File: src/rtl/pc_sequencer_pkg.sv
// pc_sequencer_pkg: shared fetch-sequencer state and next-PC select encodings.
package pc_sequencer_pkg;
   typedef enum logic {LOAD, RUN} state_t;
   typedef enum logic [2:0] {SEL_HOLD, SEL_BOOT, SEL_EXC, SEL_REDIR, SEL_RAS, SEL_SEQ} sel_t;
endpackage

File: src/rtl/pc_sequencer_ras_stack.sv
// ras_stack: circular return-address stack; a push when full overwrites the oldest entry.
module ras_stack #(
   parameter int ADDR_W = 32,
   parameter int DEPTH = 4
) (
   input  logic              clock,
   input  logic              reset,
   input  logic              push,
   input  logic              pop,
   input  logic              flush,
   input  logic [ADDR_W-1:0] push_data,
   output logic [ADDR_W-1:0] top,
   output logic              empty,
   output logic              full
);
   localparam int PW = $clog2(DEPTH);
   logic [ADDR_W-1:0] mem [DEPTH];
   logic [PW-1:0] ptr, wr_ptr;
   logic [PW:0] depth;
   logic do_pop;
   assign do_pop = pop && depth != '0;
   assign wr_ptr = do_pop ? ptr : ptr + 1'b1;
   assign top = mem[ptr];
   assign empty = depth == '0;
   assign full = depth == (PW+1)'(DEPTH);
   always_ff @(posedge clock or posedge reset)
      if (reset) begin
         ptr <= '0;
         depth <= '0;
      end else if (flush) depth <= '0;
      else if (push != do_pop) begin
         ptr <= push ? ptr + 1'b1 : ptr - 1'b1;
         depth <= push ? (full ? depth : depth + 1'b1) : depth - 1'b1;
      end
   // Pop-then-push rewrites the current top in place, so depth is unchanged.
   always_ff @(posedge clock)
      if (push && !flush) mem[wr_ptr] <= push_data;
endmodule

File: src/rtl/pc_sequencer.sv
// pc_sequencer: fetch PC generator with boot load, exception/redirect priority,
// stall hold and return-address-stack prediction.
module pc_sequencer
   import pc_sequencer_pkg::*;
#(
   parameter int ADDR_W = 32,
   parameter int INC = 4,
   parameter int RAS_DEPTH = 4,
   parameter int ALIGN_BITS = 2
) (
   input  logic              clock,
   input  logic              reset,
   input  logic [ADDR_W-1:0] starting_addr,
   input  logic              stall,
   input  logic              redirect_valid,
   input  logic [ADDR_W-1:0] redirect_addr,
   input  logic              exc_valid,
   input  logic [ADDR_W-1:0] exc_vector,
   input  logic              call_push,
   input  logic              ret_pop,
   output logic [ADDR_W-1:0] cur_count,
   output logic              pc_valid,
   output logic              misaligned,
   output logic              ras_empty,
   output logic              ras_full
);
   state_t state;
   sel_t sel;
   logic [ADDR_W-1:0] next_pc, seq_pc, ras_top;
   logic advance;
   assign seq_pc = cur_count + ADDR_W'(INC);
   assign advance = state == RUN && !exc_valid && !redirect_valid && !stall;
   always_comb begin
      sel = state == LOAD ? SEL_BOOT :
            exc_valid ? SEL_EXC :
            redirect_valid ? SEL_REDIR :
            stall ? SEL_HOLD :
            (ret_pop && !ras_empty) ? SEL_RAS : SEL_SEQ;
      next_pc = sel == SEL_BOOT ? starting_addr :
                sel == SEL_EXC ? exc_vector :
                sel == SEL_REDIR ? redirect_addr :
                sel == SEL_HOLD ? cur_count :
                sel == SEL_RAS ? ras_top : seq_pc;
   end
   always_ff @(posedge clock or posedge reset)
      if (reset) begin
         state <= LOAD;
         cur_count <= '0;
         pc_valid <= 1'b0;
         misaligned <= 1'b0;
      end else begin
         state <= RUN;
         cur_count <= next_pc;
         pc_valid <= 1'b1;
         misaligned <= |next_pc[ALIGN_BITS-1:0];
      end
   ras_stack #(.ADDR_W(ADDR_W), .DEPTH(RAS_DEPTH)) u_ras (
      .clock(clock),
      .reset(reset),
      .push(advance && call_push),
      .pop(advance && ret_pop),
      .flush(state == RUN && exc_valid),
      .push_data(seq_pc),
      .top(ras_top),
      .empty(ras_empty),
      .full(ras_full)
   );
endmodule

File: config.mk
export PLATFORM = sky130hd
export DESIGN_NAME = pc_sequencer
export DESIGN_NICKNAME = d
export VERILOG_FILES = /design/src/rtl/pc_sequencer_pkg.sv /design/src/rtl/pc_sequencer_ras_stack.sv /design/src/rtl/pc_sequencer.sv
export SDC_FILE = /design/constraint.sdc
export NUM_CORES = 1
export LEC_CHECK = 0
export ABC_AREA = 1
export CAP_MARGIN = 5
export CORE_MARGIN = 5
export CORE_UTILIZATION = 45
export DETAILED_ROUTE_END_ITERATION = 8
export GPL_TIMING_DRIVEN = 0
export PLACE_DENSITY = 0.69
export SLEW_MARGIN = 20
export SYNTH_ARGS = -nofsm -noshare
export SYNTH_HDL_FRONTEND = slang
export SYNTH_SLANG_ARGS = --single-unit
File: constraint.sdc
create_clock -name clock -period 3.39 [get_ports clock]
set_input_delay 0.678 -clock clock [delete_from_list [all_inputs] [get_ports clock]]
set_output_delay 0.678 -clock clock [all_outputs]
set_load 0.05 [all_outputs]
==> tab_implementation.tex, run 1 <==
\begin{tabular}{lr}
\hline
Metric & Value \\
\hline
\multicolumn{2}{l}{\textbf{Route}} \\
First-pass iteration count of the detailed router & 6 \\
Number of routed nets with antenna violations & 0 \\
Vias per inst & 5.399 \\
Number of design rule violations left after detail routing & 0 \\
Initial drt markers & 728 \\
Post-detailed-route wirelength per cell & 19.81 um \\
Detailed-route wire length & 27540 um \\
Via total after detailed routing & 7505 \\
\multicolumn{2}{l}{\textbf{Global routing}} \\
First-pass GRT wire length & 41760 um \\
Pin count of the biggest net entering global routing & 33 \\
Overall Global Routing Usage & 0.2542 \\
Antenna violations before repair & 0 \\
Vias in the first global route & 7349 \\
Overflow left after global routing & 0 \\
\multicolumn{2}{l}{\textbf{Placement}} \\
Number of placed instances, taps included & 1358 \\
RD Place Congestion & 0.9153 \\
Count of input and output buffers & 138 \\
Worst slack after detailed placement & -0.2565 ns \\
Half-perimeter wire length after placement & 20480 um \\
Area of placed instances & 10320 sq um \\
\multicolumn{2}{l}{\textbf{Cells and area}} \\
Layout cell share with drive strength beyond 1 & 0.08131 \\
\# diodes & 0 \\
Layout fillers & 1673 \\
Final Cell Area & 10870 sq um \\
Combined area of the multi-input logic cells & 3276 sq um \\
Final Instance Count excl. Fillers & 1390 \\
Util after Layout & 0.5830 \\
Commonest non-fill, non-tap cells in the layout & 278 x nand2\_1, 148 x nor2\_1, 138 x clkdlybuf4s50\_1 \\
Area taken by flip-flops and latches & 4820 sq um \\
Number of nets in the final layout & 1248 \\
Most common cell after layout, fill and taps aside & nand2\_1 \\
Signed area change from the synthesized netlist to the final layout & 27.92\% \\
\multicolumn{2}{l}{\textbf{Pwr}} \\
Power Density & 568.0 nW/um\^{}2 \\
Leakage power summed over all cells & 4.318 nW \\
Worst VDD drop & 0.0003665 V \\
Post-layout total power & 6.174 mW \\
\multicolumn{2}{l}{\textbf{Synth}} \\
Mean Syn Cell Area & 8.661 sq um \\
Syn Inst Count & 981 \\
Proportion of synthesized chip area in sequential cells & 0.5672 \\
Number of storage elements in the synthesis netlist & 167 \\
Post-synth cell types & 37 \\
Portion of netlist area occupied by mux cells & 0 \\
Synth Warn \# & 0 \\
Post-synth ARST share & 0.2335 \\
Post-synth EDFFs & 128 \\
Synthesized Nets & 1086 \\
Simple-Gate Fraction of Synth Area & 0.2681 \\
Area fraction in compound gates after synthesis & 0.09616 \\
Top FF cell, synth & edfxtp\_1 \\
Xor-xnor portion of the synthesized cell area & 0.01340 \\
Synth Cell Area & 8497 sq um \\
Largest family of logic cells by synthesized area & simple AND/OR/NAND/NOR gates \\
Post-synthesis share of cell area spent on full adders, half adders and majority gates & 0.003829 \\
\multicolumn{2}{l}{\textbf{Run status}} \\
Result of the run & finished, final reports clean \\
\multicolumn{2}{l}{\textbf{STA}} \\
Number of hold-slack violations in the final timing report & 0 \\
Worst path setup slack after routing & 0.2116 ns \\
Hold Slack & 0.4650 ns \\
Relative slew slack & 0.5531 \\
Worst Max-Slew Pin Slew & 0.6704 ns \\
Final period utilization & 0.9376 \\
Setup repair after global routing missed its margin & false \\
Clk\_skew & 0.008243 ns \\
Max-slew violation count & 0 \\
Number of setup violations in the final report & 0 \\
Shortest period the worst path allows & 3.178 ns \\
Max Freq & 314.6 MHz \\
Total Neg Setup Slack & 0 ns \\
\multicolumn{2}{l}{\textbf{Setup path}} \\
Type of the worst setup path & in2reg \\
Maximum fanout count along the critical path & 20 \\
Startpoint class of the critical path & input pin \\
Required time of the critical path & 3.53 ns \\
Crit path arrival time & 3.31 ns \\
Endpoint type of the worst setup path & flip-flop \\
\multicolumn{2}{l}{\textbf{Floorplanning}} \\
X dimension of the die & 147.4 um \\
Total number of placement rows & 50 \\
Core area & 18640 sq um \\
Overall die height & 147.4 um \\
Top-Level Pins & 139 \\
Die Footprint & 21730 sq um \\
Initial Utilization & 0.4558 \\
\multicolumn{2}{l}{\textbf{CTS}} \\
Number of clock sinks seen by CTS & 167 \\
Level count of the clock H-tree & 4 \\
Root Driver & clkbuf\_16 \\
Hold Buf Count CTS & 0 \\
Number of clock buffers inserted by TritonCTS & 17 \\
Number of post-CTS setup repair buffers & 0 \\
TritonCTS clock tree & done \\
Clk pin slew, worst setup/hold paths & 0.07 ns \\
Cts repair resizes & 0 \\
Clock network latency to the later pin of the worst-skew pair & 0.43 ns \\
Maximum root-to-sink buffer count & 2 \\
\multicolumn{2}{l}{\textbf{Worst hold path}} \\
Worst min path class & in2async \\
\multicolumn{2}{l}{\textbf{Run}} \\
Max capacitance violation total & 0 \\
\hline
\end{tabular}
-- final cells by class --
type,instances,share of cell area
sequential,167,0.4434
inverter,59,0.02038
tap,234,0.02694
multi-input combinational,710,0.3014
clock inverter,14,0.01071
buffer,45,0.01934
clock buffer,18,0.03948
timing repair buffer,143,0.1384
-- registers in the layout (all words and copies together) (netlist names) --
name	flops
cur_count	32
misaligned	1
state	1
u_ras.depth	3
u_ras.mem	128
u_ras.ptr	2
-- synthesized netlist by cell type (2+ instances only) --
| cell | count | area (sq um) |
|---|---|---|
| nor2_1 | 152 | 570.6 |
| buf_1 | 2 | 7.510 |
| clkbuf_1 | 23 | 86.33 |
| o211ai_1 | 6 | 45.04 |
| inv_1 | 54 | 202.7 |
| nor2_4 | 4 | 45.04 |
| edfxtp_1 | 128 | 3844 |
| or2_2 | 17 | 106.4 |
| nand3_1 | 74 | 370.4 |
| dfrtp_1 | 39 | 975.9 |
| nand2_2 | 3 | 18.77 |
| buf_4 | 4 | 30.03 |
| o22ai_1 | 16 | 100.1 |
| nand3b_1 | 7 | 52.55 |
| nand2_1 | 278 | 1044 |
| a22oi_1 | 2 | 15.01 |
| inv_2 | 5 | 18.77 |
| buf_2 | 15 | 75.07 |
| a31oi_1 | 15 | 93.84 |
| xor2_1 | 10 | 87.58 |
| nand4_1 | 4 | 25.02 |
| a21oi_1 | 40 | 200.2 |
| xnor2_1 | 3 | 26.28 |
| o21ai_1 | 11 | 55.05 |
| nor2_2 | 3 | 18.77 |
| o21ai_0 | 55 | 275.3 |
-- layer usage --
layer  track usage  routed length [um]  vias up
met2        0.4214               13410      300
met1        0.3440               11690     3550
met3       0.04047                1884       38
li1              -                   -     3617
met4       0.08574                 559        0
met5             0                   0        -
-- power breakdown --
group | total [mW] | switching [mW] | internal [mW]
logic | 1.92 | 1.30 | 0.614
registers | 2.45 | 0.117 | 2.33
clock network | 1.81 | 0.851 | 0.956
-- path summary, 6_finish.rpt --
kind                            depth (start not counted)      startpoint          endpoint  slack [ns]
worst max-delay path                                   10       exc_valid  u_ras.mem[3][29]        0.21
worst min-delay path                                    2           reset     cur_count[26]        0.46
worst max register to register                         11  u_ras.depth[2]  u_ras.mem[3][29]        0.48
worst min register to register                          1  u_ras.depth[0]    u_ras.depth[0]        0.57
max in group asynchronous                               3           reset      u_ras.ptr[0]        2.47
min in group clock                                      1  u_ras.depth[0]    u_ras.depth[0]        0.57
-- logic make-up after synthesis --
family	Yosys count
flops	167
simple gates	545
xor+xnor	13
other cells	1
fa+ha+maj	2
compound gates	149
buf+inv	104
-- critical path, cell delays in order --
cell             delay [ns]
clkdlybuf4s50_1        0.50
nor3_4                 0.26
nand2_2                0.11
nor2_4                 0.15
inv_2                  0.14
buf_2                  0.26
o21ai_1                0.28
inv_1                  0.16
nor2_4                 0.50
buf_16                 0.25
No activity file was read; power rests on OpenSTA's default activity.
==> run 2: changes to the inputs <==
SETUP_SLACK_MARGIN = 0.1   (was unset)
==> run 2 against run 1 <==
Net effect: global-route usage rose by 0.12 points; combinational power about the same; maximum frequency grew 1.8%; final cell count is essentially flat; non-clock buffer count is 1 higher.
==> tab_implementation.tex, run 2 (synthesis gave the netlist of run 1 again) <==
\begin{tabular}{lr}
\hline
Metric & Value \\
\hline
\multicolumn{2}{l}{\textbf{Placement}} \\
Worst slack after detailed placement & -0.2870 ns \\
Half-perimeter wire length after placement & 20250 um \\
Count of input and output buffers & 138 \\
RD Place Congestion & 0.9431 \\
Number of placed instances, taps included & 1358 \\
Area of placed instances & 10320 sq um \\
\multicolumn{2}{l}{\textbf{Cells and area}} \\
Most common cell after layout, fill and taps aside & nand2\_1 \\
Signed area change from the synthesized netlist to the final layout & 28.70\% \\
Combined area of the multi-input logic cells & 3276 sq um \\
Layout fillers & 1624 \\
Number of flip-flops under the largest register name & 128 \\
Util after Layout & 0.5866 \\
Final Instance Count excl. Fillers & 1391 \\
\# diodes & 0 \\
Commonest non-fill, non-tap cells in the layout & 278 x nand2\_1, 148 x nor2\_1, 138 x clkdlybuf4s50\_1 \\
Register bank with the most flops & u\_ras.mem \\
Final Cell Area & 10940 sq um \\
Layout cell share with drive strength beyond 1 & 0.07952 \\
Area taken by flip-flops and latches & 4820 sq um \\
Largest registers & u\_ras.mem (128), cur\_count (32), u\_ras.depth (3) \\
Number of nets in the final layout & 1249 \\
\multicolumn{2}{l}{\textbf{Route}} \\
Number of design rule violations left after detail routing & 0 \\
First-pass iteration count of the detailed router & 6 \\
Vias per inst & 5.480 \\
Detailed-route wire length & 27450 um \\
Post-detailed-route wirelength per cell & 19.73 um \\
Via total after detailed routing & 7623 \\
Initial drt markers & 832 \\
Number of routed nets with antenna violations & 0 \\
\multicolumn{2}{l}{\textbf{Setup path}} \\
Crit path arrival time & 3.25 ns \\
Most used cell along the critical path & nor2\_4 \\
Worst path top cell family by delay & buffers and inverters \\
Required time of the critical path & 3.52 ns \\
Master of the slowest instance on the critical path & clkdlybuf4s50\_1 \\
Endpoint type of the worst setup path & flip-flop \\
Slowest stage delay, CP & 0.51 ns \\
Startpoint class of the critical path & input pin \\
Maximum fanout count along the critical path & 21 \\
Critical path buffers and inverters & 5 \\
Worst-path cell chain & clkdlybuf4s50\_1 > nor3\_4 > nand2\_2 > nor2\_4 > inv\_2 > buf\_2 > o21ai\_1 > inv\_1 > nor2\_4 > buf\_12 \\
Type of the worst setup path & in2reg \\
\multicolumn{2}{l}{\textbf{CTS}} \\
Level count of the clock H-tree & 4 \\
Number of clock sinks seen by CTS & 167 \\
Root Driver & clkbuf\_16 \\
Clk pin slew, worst setup/hold paths & 0.07 ns \\
Clock network latency to the later pin of the worst-skew pair & 0.43 ns \\
Cts repair resizes & 0 \\
Maximum root-to-sink buffer count & 2 \\
TritonCTS clock tree & done \\
Number of clock buffers inserted by TritonCTS & 17 \\
\multicolumn{2}{l}{\textbf{Floorplanning}} \\
Core area & 18640 sq um \\
X dimension of the die & 147.4 um \\
Die Footprint & 21730 sq um \\
Total number of placement rows & 50 \\
Top-Level Pins & 139 \\
Overall die height & 147.4 um \\
Initial Utilization & 0.4558 \\
\multicolumn{2}{l}{\textbf{STA}} \\
Max Freq & 320.4 MHz \\
Worst Max-Slew Pin Slew & 0.6854 ns \\
Setup repair after global routing missed its margin & false \\
Shortest period the worst path allows & 3.121 ns \\
Total Neg Setup Slack & 0 ns \\
Number of hold-slack violations in the final timing report & 0 \\
Clk\_skew & 0.01073 ns \\
Number of setup violations in the final report & 0 \\
Relative slew slack & 0.5431 \\
Max-slew violation count & 0 \\
Hold Slack & 0.4771 ns \\
Final period utilization & 0.9206 \\
Worst path setup slack after routing & 0.2691 ns \\
\multicolumn{2}{l}{\textbf{Pwr}} \\
Worst VDD drop & 0.0003995 V \\
Leakage power summed over all cells & 4.340 nW \\
Post-layout total power & 6.357 mW \\
Power Density & 581.3 nW/um\^{}2 \\
\multicolumn{2}{l}{\textbf{Global routing}} \\
Overall Global Routing Usage & 0.2554 \\
Pin count of the biggest net entering global routing & 32 \\
First-pass GRT wire length & 42050 um \\
Antenna violations before repair & 0 \\
Overflow left after global routing & 0 \\
Vias in the first global route & 7351 \\
\multicolumn{2}{l}{\textbf{Worst hold path}} \\
Worst min path class & in2async \\
\multicolumn{2}{l}{\textbf{Run}} \\
Max capacitance violation total & 0 \\
\multicolumn{2}{l}{\textbf{Run status}} \\
Result of the run & finished, final reports clean \\
\hline
\end{tabular}
## run 2: cell types whose count changed in the layout (fill, tap and decap cells not counted), sizes merged
cell	previous run	this run
buf	27	28
bufinv	0	3
clkbuf	41	43
clkinv	7	5
clkinvlp	1	2
inv	65	61
## run 2: repair_timing
| item | in CTS | in global routing |
|---|---|---|
| endpoints found under the setup margin | 0 | 18 |
| hold buffers | 0 | 0 |
| buffers inserted | 0 | 1 |
## run 2: final timing paths
path                       slack (ns)      startpoint  cells past startpoint                to
setup / recovery                 0.27       exc_valid                     10  u_ras.mem[2][16]
max in group asynchronous        2.46           reset                      3        misaligned
hold / removal                   0.48           reset                      2     cur_count[30]
setup reg to reg                 0.51  u_ras.depth[2]                     11  u_ras.mem[2][16]
min in group clock               0.57  u_ras.depth[0]                      1    u_ras.depth[0]
hold reg to reg                  0.57  u_ras.depth[0]                      1    u_ras.depth[0]
## run 2: report_power, final
group / switching, mW / internal, mW
Sequential: 0.111 / 2.33
Combinational: 1.31 / 0.615
Clock: 0.811 / 1.18
Total: 2.23 / 4.13
## run 2: metal layers
layer	wire length, um	global-route usage	up-vias
li1	-	-	3608
met1	11500	0.3521	3550
met2	12870	0.4041	411
met3	2345	0.05181	54
met5	0	0	-
met4	736	0.09226	0
## run 2: final cells by class
type                       instances  share of cell area
clock buffer                      20             0.04085
clock inverter                    12             0.01396
buffer                            45             0.01922
multi-input combinational        710              0.2995
sequential                       167              0.4407
timing repair buffer             144              0.1387
tap                              234             0.02677
inverter                          59             0.02025
## run 2: worst register-to-register path, stage by stage (launching register included)
cell     delay (ns)
dfrtp_1        0.40
inv_1          0.10
nand3_1        0.16
nand2_1        0.18
nor2_4         0.07
inv_2          0.20
buf_2          0.36
nand2_1        0.10
o21ai_1        0.18
inv_1          0.17
nor2_4         0.40
buf_12         0.25
==> run 3: changes to the inputs <==
SKIP_LAST_GASP = 1   (was unset)
==> results of run 3 <==
Final layout, timing and power as in run 2 (identical DEF).
